## config.mk

```make
export PLATFORM = sky130hd
export DESIGN_NAME = wb_regfile_flat
export DESIGN_NICKNAME = d
export VERILOG_FILES = /design/src/rtl/wb_regfile_if.sv /design/src/rtl/wb_regfile.sv /design/src/flat_wrapper.sv
export SDC_FILE = /design/constraint.sdc
export NUM_CORES = 2
export LEC_CHECK = 0
export ABC_AREA = 0
export BUFFER_PORTS_ARGS = -buffer_cell sky130_fd_sc_hd__clkbuf_2
export CAP_MARGIN = 20
export CORE_MARGIN = 5
export CORE_UTILIZATION = 51
export CTS_CLUSTER_DIAMETER = 80
export DETAILED_ROUTE_END_ITERATION = 7
export PLACE_DENSITY = 0.68
export SLEW_MARGIN = 40
export SYNTH_ARGS = -nofsm -noshare
export SYNTH_HDL_FRONTEND = slang
export SYNTH_SLANG_ARGS = --single-unit
```

## constraint.sdc

```tcl
create_clock -name clock -period 3.7 [get_ports clock]
set_input_delay 0.74 -clock clock [delete_from_list [all_inputs] [get_ports clock]]
set_output_delay 0.74 -clock clock [all_outputs]
set_load 0.02 [all_outputs]
```

## src/rtl/wb_regfile_if.sv

```systemverilog
// Bus between the MEM/WB pipeline register, decode read ports and the write-back regfile.
interface wb_regfile_if #(
  parameter int unsigned DATA_W = 32,
  parameter int unsigned ADDR_W = 5,
  parameter int unsigned CNT_W  = 32
);
  logic              WBreg;
  logic              RegWritereg;
  logic [ADDR_W-1:0] RegRDreg;
  logic [DATA_W-1:0] Memreg;
  logic [DATA_W-1:0] ALUreg;
  logic [ADDR_W-1:0] rs_addr;
  logic [ADDR_W-1:0] rt_addr;
  logic [DATA_W-1:0] rs_data;
  logic [DATA_W-1:0] rt_data;
  logic [DATA_W-1:0] wb_data;
  logic              wb_commit;
  logic [CNT_W-1:0]  wr_count;

  modport master (
    output WBreg, RegWritereg, RegRDreg, Memreg, ALUreg, rs_addr, rt_addr,
    input  rs_data, rt_data, wb_data, wb_commit, wr_count
  );

  modport slave (
    input  WBreg, RegWritereg, RegRDreg, Memreg, ALUreg, rs_addr, rt_addr,
    output rs_data, rt_data, wb_data, wb_commit, wr_count
  );
endinterface

```

## src/rtl/wb_regfile.sv

```systemverilog
// Write-back select plus 2-read/1-write architectural register file with r0 hardwired to zero,
// optional same-cycle write-to-read bypass and a wrapping retired-write counter.
module wb_regfile #(
  parameter int unsigned DATA_W = 32,
  parameter int unsigned ADDR_W = 5,
  parameter int unsigned BYPASS = 1,
  parameter int unsigned CNT_W  = 32
) (
  input logic         clock,
  input logic         rst_n,
  wb_regfile_if.slave bus
);
  localparam int unsigned Depth = 2 ** ADDR_W;

  logic [DATA_W-1:0] regs_q [Depth];
  logic              commit_q;
  logic [CNT_W-1:0]  count_q;
  logic [DATA_W-1:0] wb_val;
  logic              we;
  logic [DATA_W-1:0] rs_val;
  logic [DATA_W-1:0] rt_val;

  assign wb_val = bus.WBreg ? bus.Memreg : bus.ALUreg;

  // Gating with rst_n keeps the bypass path from leaking data while reset is held.
  assign we = bus.RegWritereg && (|bus.RegRDreg) && rst_n;

  always_ff @(posedge clock or negedge rst_n) begin
    if (!rst_n) begin
      for (int i = 0; i < Depth; i++) begin
        regs_q[i] <= '0;
      end
      commit_q <= 1'b0;
      count_q  <= '0;
    end else begin
      commit_q <= we;
      if (we) begin
        regs_q[bus.RegRDreg] <= wb_val;
        count_q              <= count_q + CNT_W'(1);
      end
    end
  end

  always_comb begin
    rs_val = regs_q[bus.rs_addr];
    if ((BYPASS != 0) && we && (bus.rs_addr == bus.RegRDreg)) begin
      rs_val = wb_val;
    end
    if (!rst_n || (bus.rs_addr == '0)) begin
      rs_val = '0;
    end
  end

  always_comb begin
    rt_val = regs_q[bus.rt_addr];
    if ((BYPASS != 0) && we && (bus.rt_addr == bus.RegRDreg)) begin
      rt_val = wb_val;
    end
    if (!rst_n || (bus.rt_addr == '0)) begin
      rt_val = '0;
    end
  end

  assign bus.wb_data   = wb_val;
  assign bus.rs_data   = rs_val;
  assign bus.rt_data   = rt_val;
  assign bus.wb_commit = commit_q;
  assign bus.wr_count  = count_q;
endmodule

```

## src/flat_wrapper.sv

```systemverilog
// flat-port wrapper written by rule: the top's interface ports become plain ports
module wb_regfile_flat 
#(
  parameter int unsigned DATA_W = 32,
  parameter int unsigned ADDR_W = 5,
  parameter int unsigned BYPASS = 1,
  parameter int unsigned CNT_W  = 32
)
  (clock, rst_n, bus_WBreg, bus_RegWritereg, bus_RegRDreg, bus_Memreg, bus_ALUreg, bus_rs_addr, bus_rt_addr, bus_rs_data, bus_rt_data, bus_wb_data, bus_wb_commit, bus_wr_count);
  wb_regfile_if #(.DATA_W(DATA_W), .ADDR_W(ADDR_W), .CNT_W(CNT_W)) bus_i ();
  input logic clock;
  input logic rst_n;
  input wire logic [$bits(bus_i.WBreg)-1:0] bus_WBreg;
  input wire logic [$bits(bus_i.RegWritereg)-1:0] bus_RegWritereg;
  input wire logic [$bits(bus_i.RegRDreg)-1:0] bus_RegRDreg;
  input wire logic [$bits(bus_i.Memreg)-1:0] bus_Memreg;
  input wire logic [$bits(bus_i.ALUreg)-1:0] bus_ALUreg;
  input wire logic [$bits(bus_i.rs_addr)-1:0] bus_rs_addr;
  input wire logic [$bits(bus_i.rt_addr)-1:0] bus_rt_addr;
  output wire logic [$bits(bus_i.rs_data)-1:0] bus_rs_data;
  output wire logic [$bits(bus_i.rt_data)-1:0] bus_rt_data;
  output wire logic [$bits(bus_i.wb_data)-1:0] bus_wb_data;
  output wire logic [$bits(bus_i.wb_commit)-1:0] bus_wb_commit;
  output wire logic [$bits(bus_i.wr_count)-1:0] bus_wr_count;
  assign bus_i.WBreg = bus_WBreg;
  assign bus_i.RegWritereg = bus_RegWritereg;
  assign bus_i.RegRDreg = bus_RegRDreg;
  assign bus_i.Memreg = bus_Memreg;
  assign bus_i.ALUreg = bus_ALUreg;
  assign bus_i.rs_addr = bus_rs_addr;
  assign bus_i.rt_addr = bus_rt_addr;
  assign bus_rs_data = bus_i.rs_data;
  assign bus_rt_data = bus_i.rt_data;
  assign bus_wb_data = bus_i.wb_data;
  assign bus_wb_commit = bus_i.wb_commit;
  assign bus_wr_count = bus_i.wr_count;
  wb_regfile #(.DATA_W(DATA_W), .ADDR_W(ADDR_W), .BYPASS(BYPASS), .CNT_W(CNT_W)) u_core (.clock(clock), .rst_n(rst_n), .bus(bus_i));
endmodule
```

* Word level (Yosys, flattened, before mapping)
Cells that the tools add are included.
** Word-level totals
- Bits in registers :: 1057
- Input port bits :: 83
- Word-level logic and storage cells :: 69
** Operators by class
- Add/subtract/negate cells :: 1
- $lt $le $gt $ge :: 4
- Equal/unequal tests :: 2
- Mux-type cells :: 14
- Bitwise operators :: 3
- Reductions and logical operators :: 11
** Operators with widths (count)
- $bwmux 1024 :: 1
- $bmux 32 s5 :: 2
- $mux 32 :: 10
- $demux 32 s5 :: 1
- $add 32x1->32 const B :: 1
- $ge 6x6->1 const B :: 3
- $not 5->6 :: 3
- $eq 5x5->1 :: 2
- $logic_not 5->1 :: 2
- $lt 6x1->1 const B :: 1
- $logic_and 1x1->1 :: 5
- $reduce_or 5->1 :: 1
- $logic_or 1x1->1 :: 2
- $logic_not 1->1 :: 1

* Longest topological paths before layout
- Word-level depth :: 6
- Gate-level depth with buffers :: 9
- Mapped depth without buffers :: 6

* Least setup slack after synthesis
OpenSTA, ideal clock, no wires.
- Kind :: in2out
- Start :: input bus_RegRDreg[0]
- End :: output bus_rt_data[0]
- Arrival :: 2.635 ns
- Path slack :: 0.325 ns
- Cell stages on the path :: 9
- Path buffers :: 4
- Cells stage by stage :: buf_2 or2_1 buf_6 o21ai_2 nor3_1 or4b_1 clkbuf_2 buf_6 o221ai_1
** Between the ends
- Longest elaborated chain between the ends :: 6
** Ends and longest elaborated chain
- from (decl) :: line flat_wrapper.sv:15 : input wire logic [$bits(bus_i.RegRDreg)-1:0] bus_RegRDreg;
- $reduce_or 5->1 :: line wb_regfile.sv:26 : assign we = bus.RegWritereg && (|bus.RegRDreg) && rst_n;
- $logic_and 1x1->1 (2 in series) :: line wb_regfile.sv:26
- $logic_and 1x1->1 (*) :: line wb_regfile.sv:56 : if ((BYPASS != 0) && we && (bus.rt_addr == bus.RegRDreg)) begin
- $mux 32 (*) :: line wb_regfile.sv:56
- $mux 32 (*) :: line wb_regfile.sv:59 : if (!rst_n || (bus.rt_addr == '0)) begin
- to (decl) :: line flat_wrapper.sv:21 : output wire logic [$bits(bus_i.rt_data)-1:0] bus_rt_data;
Every way passes the cells marked *; elsewhere a longest branch is shown, timed or not.

* Worst setup path in the final report
- Start :: input bus_RegRDreg[2]
- End :: output bus_rs_data[12]
** Between the ends
- Longest elaborated chain between the ends :: 6
** Ends and longest elaborated chain
- $reduce_or 5->1 :: line wb_regfile.sv:26
- $logic_and 1x1->1 (2 in series) :: line wb_regfile.sv:26
- $logic_and 1x1->1 (*) :: line wb_regfile.sv:46 : if ((BYPASS != 0) && we && (bus.rs_addr == bus.RegRDreg)) begin
- $mux 32 (*) :: line wb_regfile.sv:46
- $mux 32 (*) :: line wb_regfile.sv:49 : if (!rst_n || (bus.rs_addr == '0)) begin
- to (decl) :: line flat_wrapper.sv:20 : output wire logic [$bits(bus_i.rs_data)-1:0] bus_rs_data;
Marks and branches as above.

==> results.cfg <==
[status]
status = finished with violations
violations = setup timing

[die]
start_util = 0.514
io-pin-count = 212
core_sq_um = 105000
dieArea_sq_um = 113000
die_w_um = 336
die_y_um = 336
fp-row-count = 119

[clock_tree]
root_buffer = clkbuf_16
htreeDepth = 3
cts_tree = done
max-clock-path-buffers = 3
insertion_delay_ns = 0.69
cts_buffers = 108
cts_sinks = 1057
clk_pin_slew_ns = 0.06

[timing]
layout_min_cycle_time_ns = 3.80
fin_crit_sh = 1.03
slew_headroom = 0.474
worst_slew_pin_slew_ns = 0.782
setup_violations = 2
timing.hold.ws_ns = 0.149
finalHoldViolCount = 0
finClkSkew_ns = 0.00486
max_freq_ghz = 0.263
final_max_slew_viol_count = 0
layout_setup_ws_ns = -0.104

[route]
vias = 43000
dr.pass1.iters = 8
drc_errors = 0
detail-route-antenna-nets = 0
wl_per_cell_um = 27.2
routed_wirelength_mm = 177
viasPerCell = 6.60
drtIter0Drc = 5405

[yosys]
synth_nets = 4997
netlist_area_sq_um = 54100
synth.distinct_cells = 47
async_flop_share = 1.00
yosysMostFrequentCell = dfrtp_1
yosys.area.top_type_share = 0.489
synth_ff_type = dfrtp_1
syn_inst = 4913
synth_seq_cells = 1057
avgSynthCellArea_sq_um = 11.0
synth_top_area_cell = dfrtp_1
synth-edff-count = 0
synth.area.top_cells = dfrtp_1 (49%), mux4_2 (19%), a21oi_1 (8.0%), nor2_1 (5.7%), mux2i_1 (3.0%)
yosys_warnings = 0
synthTopCellsByCount = dfrtp_1 (1057), a21oi_1 (864), nor2_1 (828)
yosysSeqAreaShare = 0.489

[power]
p_comb_frac = 0.217
p_int_w = 0.0235
power.total_w = 0.0336
leakagePower_nw = 27.3
switchingPower_w = 0.0101
power_frac_seq = 0.453
p_clk_frac = 0.330
power.density_nw_per_um2 = 536
swShare = 0.300
ir_drop_uv = 463

[setup_path]
critical_path_class = input port to output pin
cp-start-kind = input port
crit_required_ns = 2.96
cp_max_fo = 27
reg2regPathDepth = 6
crit_arrival_ns = 3.06
end_kind = output pin

[global_routing]
met1_usage = 0.431
grt_max_degree = 159
grt_overflow = 0
grt_pass1_vias = 42500
grt_busiest_layer = met2
gr-usage-met3 = 0.0802
grt_usage = 0.310
antenna_found_initial = 1
grt_pass1_wl_mm = 267
use_met2 = 0.474

[cells_and_area]
final.fill_count = 8304
final_layout_size_suffix_gt1_frac = 0.245
final_util = 0.596
n_antenna_cell = 0
nets = 5119
area_growth_pct = 16.1

[run]
drv_cap = 0

[worst_hold_path]
hold_path.class = input port to asynchronous set/reset pin

[place]
detailed_place_hpwl_mm = 113
port-buffer-count = 211
gp_congestion = 0.881
-- cell usage in the layout, fill, tap and decap left out, types with 17 or more instances in the layout --
cell	n
a211o_1	33
a21oi_1	860
a221oi_1	96
a22o_1	31
a22oi_1	158
buf_12	86
buf_4	243
clkbuf_1	27
clkbuf_16	110
clkbuf_2	196
clkbuf_8	24
dfrtp_1	1057
inv_1	37
mux2i_1	132
mux2i_4	19
mux4_2	446
nand2_1	269
nand3_1	17
nor2_1	812
o21ai_0	193
o21bai_1	32
o221ai_1	20
xnor2_1	31
-- state kept, by name (all words and copies together), names as in the netlist --
| name | flops |
|---|---|
| u_core.bus.wr_count | 32 |
| u_core.bus.wb_commit | 1 |
| u_core.regs_q | 1024 |
-- logic make-up (layout without fill, tap and decap cells) --
logic type,count (synthesis),in the layout,share of synthesized area
AO/OA/AOI/OAI,1449,1449,0.157
AND/OR/NAND/NOR,1184,1184,0.0886
flip-flops,1057,1057,0.489
multiplexers,611,611,0.216
buffers and inverters,570,774,0.0422
XOR/XNOR,41,41,0.00664
adder cells (fa/ha/maj),1,1,0.000231
-- metrics by stage --
| step | TNS [ns] | setup slack (ns) | instances | area (sq um) |
|---|---|---|---|---|
| 4_1_cts | -0.0457 | -0.0195 | 6502 | 62500 |
| 3_3_place_gp | -0.817 | -0.129 | 6306 | 58800 |
| 5_1_grt | -0.0384 | -0.0242 | 6508 | 62800 |
| 3_5_place_dp | -0.208 | -0.0852 | 6309 | 58900 |
| 6_report | -0.119 | -0.104 | 6508 | 62800 |
| 2_1_floorplan | 0 | 0.325 | 4913 | 54100 |
-- what timing repair did --
| action | CTS | global route |
|---|---|---|
| gates cloned | 0 | 2 |
| hold buffers | 1 | 0 |
| resized for setup | 5 | 40 |
| setup buffers | 0 | 3 |
| hold endpoints to repair | 6 | 0 |
| pin swaps | 0 | 2 |
| endpoints found under the setup margin | 5 | 39 |
-- final timing paths --
| kind | end | startpoint | slack, ns |
|---|---|---|---|
| worst max-delay path | bus_rs_data[12] | bus_RegRDreg[2] | -0.10 |
| worst min-delay path | u_core.regs_q[992]$_DFFE_PN0P_ | rst_n | 0.15 |
| worst max register to register | u_core.bus.wr_count[24]$_DFFE_PN0P_ | u_core.bus.wr_count[0]$_DFFE_PN0P_ | 1.51 |
| worst min register to register | u_core.regs_q[1021]$_DFFE_PN0P_ | u_core.regs_q[1021]$_DFFE_PN0P_ | 0.40 |
| max in group asynchronous | u_core.regs_q[521]$_DFFE_PN0P_ | rst_n | 2.13 |
| min in group clock | u_core.regs_q[1021]$_DFFE_PN0P_ | u_core.regs_q[1021]$_DFFE_PN0P_ | 0.40 |
-- critical path: stages --
cell and delay [ns]:
clkbuf_2 0.17, or3_1 0.38, o21ai_2 0.23, buf_4 0.15, buf_4 0.11, o311ai_4 0.09
buf_12 0.21, a21oi_1 0.50, a211o_1 0.22, clkbuf_2 0.22
-- metal layers --
layer,vias up,wire length [um]
li1,18200,-
met1,21700,68400
met2,2551,80800
met3,438,19900
met4,2,7610
met5,-,7
-- area by class of cell --
| cell class | count | area [sq um] | area share |
|---|---|---|---|
| Sequential cell | 1057 | 26500 | 0.421 |
| Multi-Input combinational cell | 3286 | 26000 | 0.414 |
| Timing Repair Buffer | 544 | 4900 | 0.0780 |
| Clock buffer | 159 | 3130 | 0.0499 |
| Tap cell | 1391 | 1740 | 0.0277 |
| Clock inverter | 33 | 427 | 0.00680 |
| Inverter | 38 | 143 | 0.00227 |
-- power groups by stage --
stage / registers (W) / clock network [W] / logic, W
after floorplan: 0.0149 / 0 / 0.00495
after global placement: 0.0152 / 0 / 0.00696
after detailed placement: 0.0153 / 0 / 0.00713
after CTS: 0.0152 / 0.0112 / 0.00720
after global routing: 0.0155 / 0.0117 / 0.00794
final: 0.0152 / 0.0111 / 0.00731
Power figures use the tool's default switching activity.
